$ cat config.mk
export PLATFORM = sky130hd
export DESIGN_NAME = msg_stats_regs_flat
export DESIGN_NICKNAME = d
export VERILOG_FILES = /design/src/rtl/msg_stats_regs_if.sv /design/src/rtl/msg_stats_regs.sv /design/src/flat_wrapper.sv
export SDC_FILE = /design/constraint.sdc
export NUM_CORES = 1
export LEC_CHECK = 0
export CAP_MARGIN = 30
export CELL_PAD_IN_SITES_DETAIL_PLACEMENT = 0
export CELL_PAD_IN_SITES_GLOBAL_PLACEMENT = 1
export CORE_AREA = 2 2 168 137
export DETAILED_ROUTE_END_ITERATION = 6
export DIE_AREA = 0 0 170 139
export GPL_TIMING_DRIVEN = 0
export PLACE_DENSITY = 0.85
export SKIP_LAST_GASP = 1
export SYNTH_ARGS = -nofsm -noshare
export SYNTH_HDL_FRONTEND = slang
export SYNTH_SLANG_ARGS = --single-unit
$ cat constraint.sdc
create_clock -name clk -period 3.1 [get_ports clk]
set_input_delay 0.62 -clock clk [delete_from_list [all_inputs] [get_ports clk]]
set_output_delay 0.62 -clock clk [all_outputs]
set_load 0.02 [all_outputs]
$ cat src/rtl/msg_stats_regs_if.sv
// Avalon-MM register-bus bundle. The slave modport is what a register bank
// sees: address/read/write/writedata in, readdata/readdatavalid out.
// Bus handshake: there is no waitrequest, so a transfer is accepted in the
// cycle read or write is sampled high; every accepted read is answered by
// exactly one readdatavalid pulse one cycle later, and readdata is only
// meaningful (and otherwise 0) while readdatavalid is high.
interface avalon_mm_if #(
  parameter int ADDR_WIDTH = 16,
  parameter int DATA_WIDTH = 32
);
  logic [ADDR_WIDTH-1:0] address;
  logic                  read;
  logic                  write;
  logic [DATA_WIDTH-1:0] writedata;
  logic [DATA_WIDTH-1:0] readdata;
  logic                  readdatavalid;

  modport slave (
    input  address, read, write, writedata,
    output readdata, readdatavalid
  );

  modport master (
    output address, read, write, writedata,
    input  readdata, readdatavalid
  );
endinterface

$ cat src/rtl/msg_stats_regs.sv
// Per-channel message statistics register bank on an Avalon-MM slave.
// Map (index i at ADDR_BASE + ADDR_STEP*i):
//   0 ID (RO), 1 CONTROL (RW), 2 OVERFLOW (W1C), 3 SCRATCH (RW),
//   4+c COUNTER c (read count, any write clears).
// Same-cycle priorities: counter clear beats increment, overflow set beats
// W1C, clear_all beats overflow set, reads always see pre-update state.
module msg_stats_regs #(
  parameter int ADDR_BASE    = 'h400,
  parameter int ADDR_STEP    = 'h2,
  parameter int NUM_CHANNELS = 4,
  parameter int COUNTER_SIZE = 32,
  parameter int DATA_WIDTH   = 32,
  parameter int SATURATE     = 0
) (
  input  logic                    clk,
  input  logic                    rst_n,
  input  logic [NUM_CHANNELS-1:0] msg_enter,
  avalon_mm_if.slave              reg_mm,
  output logic                    irq
);

  localparam int         NUM_REGS = 4 + NUM_CHANNELS;
  localparam logic [7:0] VERSION  = 8'h02;

  logic                    count_en_q;
  logic                    irq_en_q;
  logic                    irq_en_d;
  logic [NUM_CHANNELS-1:0] ovf_q;
  logic [NUM_CHANNELS-1:0] ovf_d;
  logic [NUM_CHANNELS-1:0] ovf_set;
  logic [NUM_CHANNELS-1:0] w1c_mask;
  logic [DATA_WIDTH-1:0]   scratch_q;
  logic [DATA_WIDTH-1:0]   rd_val;
  logic [COUNTER_SIZE-1:0] cnt_q [NUM_CHANNELS];
  logic [COUNTER_SIZE-1:0] cnt_d [NUM_CHANNELS];

  logic [31:0] addr_ext;
  logic [31:0] offset;
  logic [31:0] idx;
  logic        mapped;
  logic        wr_ctrl;
  logic        wr_ovf;
  logic        wr_scratch;
  logic        clear_all;

  // Address decode: an address is mapped only if it lands exactly on a
  // register slot at or above the base and within the register count.
  always_comb begin
    addr_ext = 32'(reg_mm.address);
    offset   = addr_ext - 32'(ADDR_BASE);
    idx      = offset / 32'(ADDR_STEP);
    mapped   = (addr_ext >= 32'(ADDR_BASE)) &&
               ((offset % 32'(ADDR_STEP)) == 32'd0) &&
               (idx < 32'(NUM_REGS));
  end

  assign wr_ctrl    = reg_mm.write && mapped && (idx == 32'd1);
  assign wr_ovf     = reg_mm.write && mapped && (idx == 32'd2);
  assign wr_scratch = reg_mm.write && mapped && (idx == 32'd3);
  assign clear_all  = wr_ctrl && reg_mm.writedata[1];
  assign w1c_mask   = wr_ovf ? reg_mm.writedata[NUM_CHANNELS-1:0] : '0;
  assign irq_en_d   = wr_ctrl ? reg_mm.writedata[2] : irq_en_q;

  // Read mux over the current (pre-write, pre-increment) register state.
  always_comb begin
    rd_val = '0;
    if (mapped) begin
      case (idx)
        32'd0:   rd_val = DATA_WIDTH'({VERSION, 8'(NUM_CHANNELS)});
        32'd1:   rd_val = DATA_WIDTH'({irq_en_q, 1'b0, count_en_q});
        32'd2:   rd_val = DATA_WIDTH'(ovf_q);
        32'd3:   rd_val = scratch_q;
        default: begin
          for (int c = 0; c < NUM_CHANNELS; c++) begin
            if (idx == 32'(4 + c)) rd_val = DATA_WIDTH'(cnt_q[c]);
          end
        end
      endcase
    end
  end

  // Counter and overflow next state, applying the clear/increment priorities.
  always_comb begin
    ovf_set = '0;
    for (int c = 0; c < NUM_CHANNELS; c++) begin
      cnt_d[c] = cnt_q[c];
      if (clear_all || (reg_mm.write && mapped && (idx == 32'(4 + c)))) begin
        cnt_d[c] = '0;
      end else if (count_en_q && msg_enter[c]) begin
        if (&cnt_q[c]) begin
          ovf_set[c] = 1'b1;
          cnt_d[c]   = (SATURATE != 0) ? cnt_q[c] : '0;
        end else begin
          cnt_d[c] = cnt_q[c] + COUNTER_SIZE'(1);
        end
      end
    end
    ovf_d = clear_all ? '0 : ((ovf_q & ~w1c_mask) | ovf_set);
  end

  // State registers, read response and registered interrupt.
  always_ff @(posedge clk) begin
    if (!rst_n) begin
      count_en_q           <= 1'b1;
      irq_en_q             <= 1'b0;
      ovf_q                <= '0;
      scratch_q            <= '0;
      reg_mm.readdata      <= '0;
      reg_mm.readdatavalid <= 1'b0;
      irq                  <= 1'b0;
      for (int c = 0; c < NUM_CHANNELS; c++) cnt_q[c] <= '0;
    end else begin
      if (wr_ctrl)    count_en_q <= reg_mm.writedata[0];
      if (wr_scratch) scratch_q  <= reg_mm.writedata;
      irq_en_q             <= irq_en_d;
      ovf_q                <= ovf_d;
      reg_mm.readdatavalid <= reg_mm.read;
      reg_mm.readdata      <= reg_mm.read ? rd_val : '0;
      irq                  <= irq_en_d & (|ovf_d);
      for (int c = 0; c < NUM_CHANNELS; c++) cnt_q[c] <= cnt_d[c];
    end
  end

endmodule

$ cat src/flat_wrapper.sv
// flat-port wrapper written by rule: the top's interface ports become plain ports
module msg_stats_regs_flat 
#(
  parameter int ADDR_BASE    = 'h400,
  parameter int ADDR_STEP    = 'h2,
  parameter int NUM_CHANNELS = 4,
  parameter int COUNTER_SIZE = 32,
  parameter int DATA_WIDTH   = 32,
  parameter int SATURATE     = 0
)
  (clk, rst_n, msg_enter, irq, reg_mm_address, reg_mm_read, reg_mm_write, reg_mm_writedata, reg_mm_readdata, reg_mm_readdatavalid);
  avalon_mm_if #(.DATA_WIDTH(DATA_WIDTH)) reg_mm_i ();
  input  logic clk;
  input  logic rst_n;
  input  logic [NUM_CHANNELS-1:0] msg_enter;
  output logic irq;
  input wire logic [$bits(reg_mm_i.address)-1:0] reg_mm_address;
  input wire logic [$bits(reg_mm_i.read)-1:0] reg_mm_read;
  input wire logic [$bits(reg_mm_i.write)-1:0] reg_mm_write;
  input wire logic [$bits(reg_mm_i.writedata)-1:0] reg_mm_writedata;
  output wire logic [$bits(reg_mm_i.readdata)-1:0] reg_mm_readdata;
  output wire logic [$bits(reg_mm_i.readdatavalid)-1:0] reg_mm_readdatavalid;
  assign reg_mm_i.address = reg_mm_address;
  assign reg_mm_i.read = reg_mm_read;
  assign reg_mm_i.write = reg_mm_write;
  assign reg_mm_i.writedata = reg_mm_writedata;
  assign reg_mm_readdata = reg_mm_i.readdata;
  assign reg_mm_readdatavalid = reg_mm_i.readdatavalid;
  msg_stats_regs #(.ADDR_BASE(ADDR_BASE), .ADDR_STEP(ADDR_STEP), .NUM_CHANNELS(NUM_CHANNELS), .COUNTER_SIZE(COUNTER_SIZE), .DATA_WIDTH(DATA_WIDTH), .SATURATE(SATURATE)) u_core (.clk(clk), .rst_n(rst_n), .msg_enter(msg_enter), .reg_mm(reg_mm_i), .irq(irq));
endmodule
Word level (Yosys, flattened, before mapping)

Memories as Yosys holds them, arrays and structs flattened.
Index checks and enable logic that the tools add are counted.

Mux-type cells: 38
Magnitude comparators: 2
Equal/unequal tests: 7
Add/subtract/negate cells: 5
Bitwise operators: 8
Reductions and logical operators: 27

Operator list:

| operator                 | number |
|---|---|
| $mux W32                 | 20 |
| $add A32 B1 Y32 const B  | 4 |
| $pmux W32 S4             | 1 |
| $reduce_and A32 Y1       | 4 |
| $eq A31 B3 Y1 const B    | 4 |
| $logic_not A32 Y1        | 2 |
| $eq A31 B2 Y1 const B    | 2 |
| $eq A31 B1 Y1 const B    | 1 |
| $lt A31 B4 Y1 const B    | 1 |
| $sub A16 B11 Y17 const B | 1 |
| $ge A16 B11 Y1 const B   | 1 |
| $logic_and A1 B1 Y1      | 15 |
| $mux W1                  | 15 |
| $mux W4                  | 2 |
| $and A4 B4 Y4            | 1 |
| $logic_or A1 B1 Y1       | 4 |
| $not A4 Y4               | 1 |
| $or A1 B1 Y1             | 4 |
| $or A4 B4 Y4             | 1 |
| $reduce_or A4 Y1         | 1 |
| $reduce_and A3 Y1        | 1 |
| $and A1 B1 Y1            | 1 |

Flip-flop bits (word level): 72
Bits of input ports: 56
Memories kept: 1
Bits in writable memories: 128
Output and inout bits: 34

Memory list:

| memory       | words | bits a word | rd ports | clocked after memory_dff | wr ports | RTL line             | source |
|---|---|---|---|---|---|---|---|
| u_core.cnt_q | 4     | 32          | 4        | 0                        | 4        | msg_stats_regs.sv:34 | `logic [COUNTER_SIZE-1:0] cnt_q [NUM_CHANNELS];` |

Depth between registers and ports, before layout

Gate-level depths: netlist of run 1.

Depth in word-level cells: 13
Mapped depth: 10

Worst setup path after synthesis of run 1

OpenSTA, ideal clock, no wires.

Path kind: input port to flip-flop
From: input reg_mm_address[10]
To: memory u_core.cnt_q[1][15]
Required time: 2.985 ns
Path slack: 0.461 ns
Arrival time: 2.525 ns
Buffers on the path: 2
Stages on the path: 10
Cells stage by stage: inv_1 -> ha_1 -> or2_1 -> a211oi_2 -> o211ai_4 -> o41a_1 -> buf_2 -> nand3b_2 -> buf_4 -> nor2_1

RTL lines:

| item        | RTL line             | source |
|---|---|---|
| from (decl) | flat_wrapper.sv:17   | `input wire logic [$bits(reg_mm_i.address)-1:0] reg_mm_address;` |
| to (decl)   | msg_stats_regs.sv:34 |  |

==> metrics.txt, run 1 <==
WL per Instance=18.8 um; Max Clock Freq=approximately 0.33 GHz; synthesized area=~9500 um2; Synth async-reset ratio=0; Pwr Density=~440 nW/um2; CP arrival=between 3000 and 4000 ps; status=finished, final reports clean; Leak=between 3 and 4 nW; Internal Power=3.83 mW; hold path depth=2; Setup TNS=0 ps; number of buffers created by CTS=17; Die Area=between 20000 and 25000 um2; CP Buf/Inv Count=4; clk_skew=14.9 ps; Syn Inst Count=~1000; Net Switching=between 1 and 1.5 mW; Max Cap Viol=0; HP Class=flip-flop to flip-flop; Tcrit/Tclk final=0.973; Setup CP Type=primary input to flip-flop; Slew @ Worst Pin=around 1000 ps; Worst path depth=11; largest delay contributor family on the critical path=buffers and inverters; crit path max fanout=10; Post-synth EDFFs=0; Syn Area/Cell=9.08 um2; Placement Rows=49; H-tree Lvls=4; register bit count reported by yosys=200; post-route minimum period=3020 ps; sequential power share=0.504; max-slew violations=0; Iteration-0 DRC Markers=about 630; Rel. slew slack=0.320; pin count of the biggest net entering global routing=22; Top-Level Pins=90; final hold vios=0; clk buf depth=2; critical path launch point type=primary input; Die Y=~140 um; Clock Latency Late Sink=450 ps; fill count=between 2000 and 2500; Die X-Extent=roughly 170 um; Initial DRT Pass Iterations=5; Post-Syn Nets=approximately 1100; crit-path max cell delay=between 500 and 600 ps; Layout Nets=approximately 1200; Root Buffer=clkbuf_16; IO buf count=89; worst r2r path cells=8; all-layer global routing usage=0.236; crit end category=flip-flop; DRC Markers=0; CORE AREA=~22000 um2; Routability Congestion=approximately 0.90; Critical Path, Cell by Cell=clkdlybuf4s50_1 -> inv_1 -> ha_1 -> or2_1 -> a211oi_4 -> o211ai_4 -> o41a_1 -> clkbuf_4 -> nand3b_4 -> buf_4 -> nor2_1; share of total power in the clock network=0.441; Final Setup Violations=0; Vias/cell=5.58; DP Wirelength=just over 20000 um; first-pass GRT wire length=~43000 um; share of cells above drive strength 1=0.110; routed via count=slightly above 8000; Distinct cells, synth=58; Critical Path RT=3430 ps; total wire length=27400 um; Power Total=slightly above 5 mW; CTS tree=built; GRT Residual Overflow=0; maximum vdd drop=between 0.0003 and 0.0004 V; effective utilization at floorplan=0.431; ys flop type=dfxtp_1; Synth Warn #=0; switching share of power=0.254; Critical Path Slowest Stage Cell=clkdlybuf4s50_1; power share of the combinational group=0.055; CTS sink count=200; P&R area growth vs syn=21.6%; number of global-route vias before repair=7718; register area share after synthesis=0.421; ANT cells=0; initial antenna violation count=1; clock-pin slew on the worst setup and hold paths=around 80 ps; Post-DRT Antenna Nets=0
-- cell usage after synthesis (all sizes together) (4+ instances only) --
cell type / count / share of area
xnor2: 45 / 0.041
and4: 13 / 0.012
clkbuf: 16 / 0.0063
nand2: 123 / 0.049
nand3: 47 / 0.025
or2: 6 / 0.0039
a21boi: 33 / 0.026
buf: 24 / 0.015
nor4: 16 / 0.013
nor2: 201 / 0.080
dfxtp: 200 / 0.42
nor2b: 5 / 0.0033
or4: 8 / 0.0071
inv: 16 / 0.0063
a22oi: 32 / 0.025
xor2: 76 / 0.070
and3: 19 / 0.013
or3: 4 / 0.0026
and2: 5 / 0.0033
ha: 6 / 0.0079
o21ai: 4 / 0.0033
nor3: 20 / 0.011
mux4: 33 / 0.078
a21oi: 7 / 0.0037
mux2i: 8 / 0.0097
nand4: 44 / 0.029
nand2b: 5 / 0.0033
nand3b: 5 / 0.0055
-- final timing paths --
check | start | endpoint | slack [ps]
min reg2reg | u_core.scratch_q[13] | u_core.scratch_q[13] | 450
max | reg_mm_address[11] | u_core.cnt_q[3][13] | 80
min | u_core.scratch_q[13] | u_core.scratch_q[13] | 450
max reg2reg | u_core.cnt_q[1][0] | u_core.cnt_q[1][25] | 280
-- worst min-delay path: stages (launching register included) --
cell	delay [ps]
dfxtp_1	310
nand2_1	50
a21boi_1	50
-- stage by stage --
step                      hold WS [ps]  setup slack, ps   util  std cells  area, um2
after global routing               467            -18.2  0.523       1457      11600
after detailed placement           444             -626  0.488       1419      10800
after global placement             437             -594  0.487       1415      10700
after CTS                          456            -2.89  0.520       1453      11500
after floorplan                    428              461      -       1046       9500
final                              454             84.2  0.523       1457      11600
-- area by class of cell --
type | count | area (um2) | area share
Buffer | 39 | 205 | 0.0178
Clock buffer | 18 | 439 | 0.0380
Clock inverter | 14 | 173 | 0.0149
Inverter | 16 | 60.1 | 0.00520
Multi-Input combinational cell | 791 | 5370 | 0.464
Sequential cell | 200 | 4000 | 0.347
Tap cell | 280 | 350 | 0.0303
Timing Repair Buffer | 99 | 956 | 0.0827
-- state kept, by name, summed over array words and instances, names as in the netlist --
| register | flops |
|---|---|
| u_core.cnt_q | 128 |
| u_core.reg_mm.readdata | 32 |
| u_core.scratch_q | 32 |
| u_core.ovf_q | 4 |
| u_core.count_en_q | 1 |
| u_core.irq | 1 |
| u_core.irq_en_q | 1 |
| u_core.reg_mm.readdatavalid | 1 |
-- placed cells by master (no fill, tap or decap), types with 7 or more instances in the layout --
| master | Yosys | final |
|---|---|---|
| clkbuf_1 | 16 | 13 |
| buf_4 | 8 | 13 |
| nor2_1 | 200 | 200 |
| nand3_1 | 47 | 47 |
| mux2i_1 | 7 | 7 |
| nor3_1 | 19 | 19 |
| a22oi_1 | 32 | 32 |
| nand2_1 | 122 | 122 |
| inv_1 | 16 | 16 |
| and3_1 | 19 | 19 |
| xnor2_1 | 45 | 45 |
| buf_2 | 12 | 14 |
| and4_1 | 13 | 13 |
| dfxtp_1 | 200 | 200 |
| xor2_1 | 76 | 76 |
| a21boi_1 | 30 | 30 |
| clkdlybuf4s50_1 | 0 | 88 |
| nand4_1 | 44 | 44 |
| clkbuf_16 | 0 | 17 |
| a21oi_1 | 7 | 7 |
| mux4_2 | 33 | 33 |
| nor4_1 | 13 | 9 |
-- cell families (layout without fill, tap and decap cells) --
| family | after synthesis | after routing | synth area share |
|---|---|---|---|
| buffers and inverters | 56 | 186 | 0.0277 |
| and+or+nand+nor | 526 | 527 | 0.264 |
| adders and majority gates | 6 | 6 | 0.00790 |
| xor gates and xnor gates | 121 | 121 | 0.112 |
| DFF | 200 | 200 | 0.421 |
| AOI/OAI and AO/OA | 95 | 95 | 0.0787 |
| muxes | 42 | 42 | 0.0891 |
-- timing repair --
| action | 4_1_cts | 5_1_grt |
|---|---|---|
| gates resized for setup | 13 | 9 |
| setup endpoints to repair | 139 | 168 |
| cloned | 0 | 1 |
| pin swaps | 0 | 4 |
| hold buffers | 0 | 0 |
| setup buffers | 2 | 3 |
-- power groups by stage --
stage | logic [mW] | clock network (mW) | registers (mW)
2_1_floorplan | 0.134 | 0 | 2.64
3_3_place_gp | 0.264 | 0 | 2.65
3_5_place_dp | 0.264 | 0 | 2.65
4_1_cts | 0.275 | 2.30 | 2.59
5_1_grt | 0.301 | 2.41 | 2.59
6_report | 0.281 | 2.26 | 2.59
-- metal layers --
metal  global-route usage  share of wire  routed length, um  vias up
li1                     -              -                  -     3906
met2                0.344           0.42              11500      295
met1                0.359           0.49              13400     3905
met5                    0              0                  0        -
met3               0.0385          0.075               2060       25
met4               0.0630          0.014                396        0
No activity file was read; power rests on OpenSTA's default activity.
==> run 2: changes to the inputs <==
ABC_AREA = 0   (was unset)
==> results of run 2 <==
Final layout, timing and power as in run 1 (identical DEF).
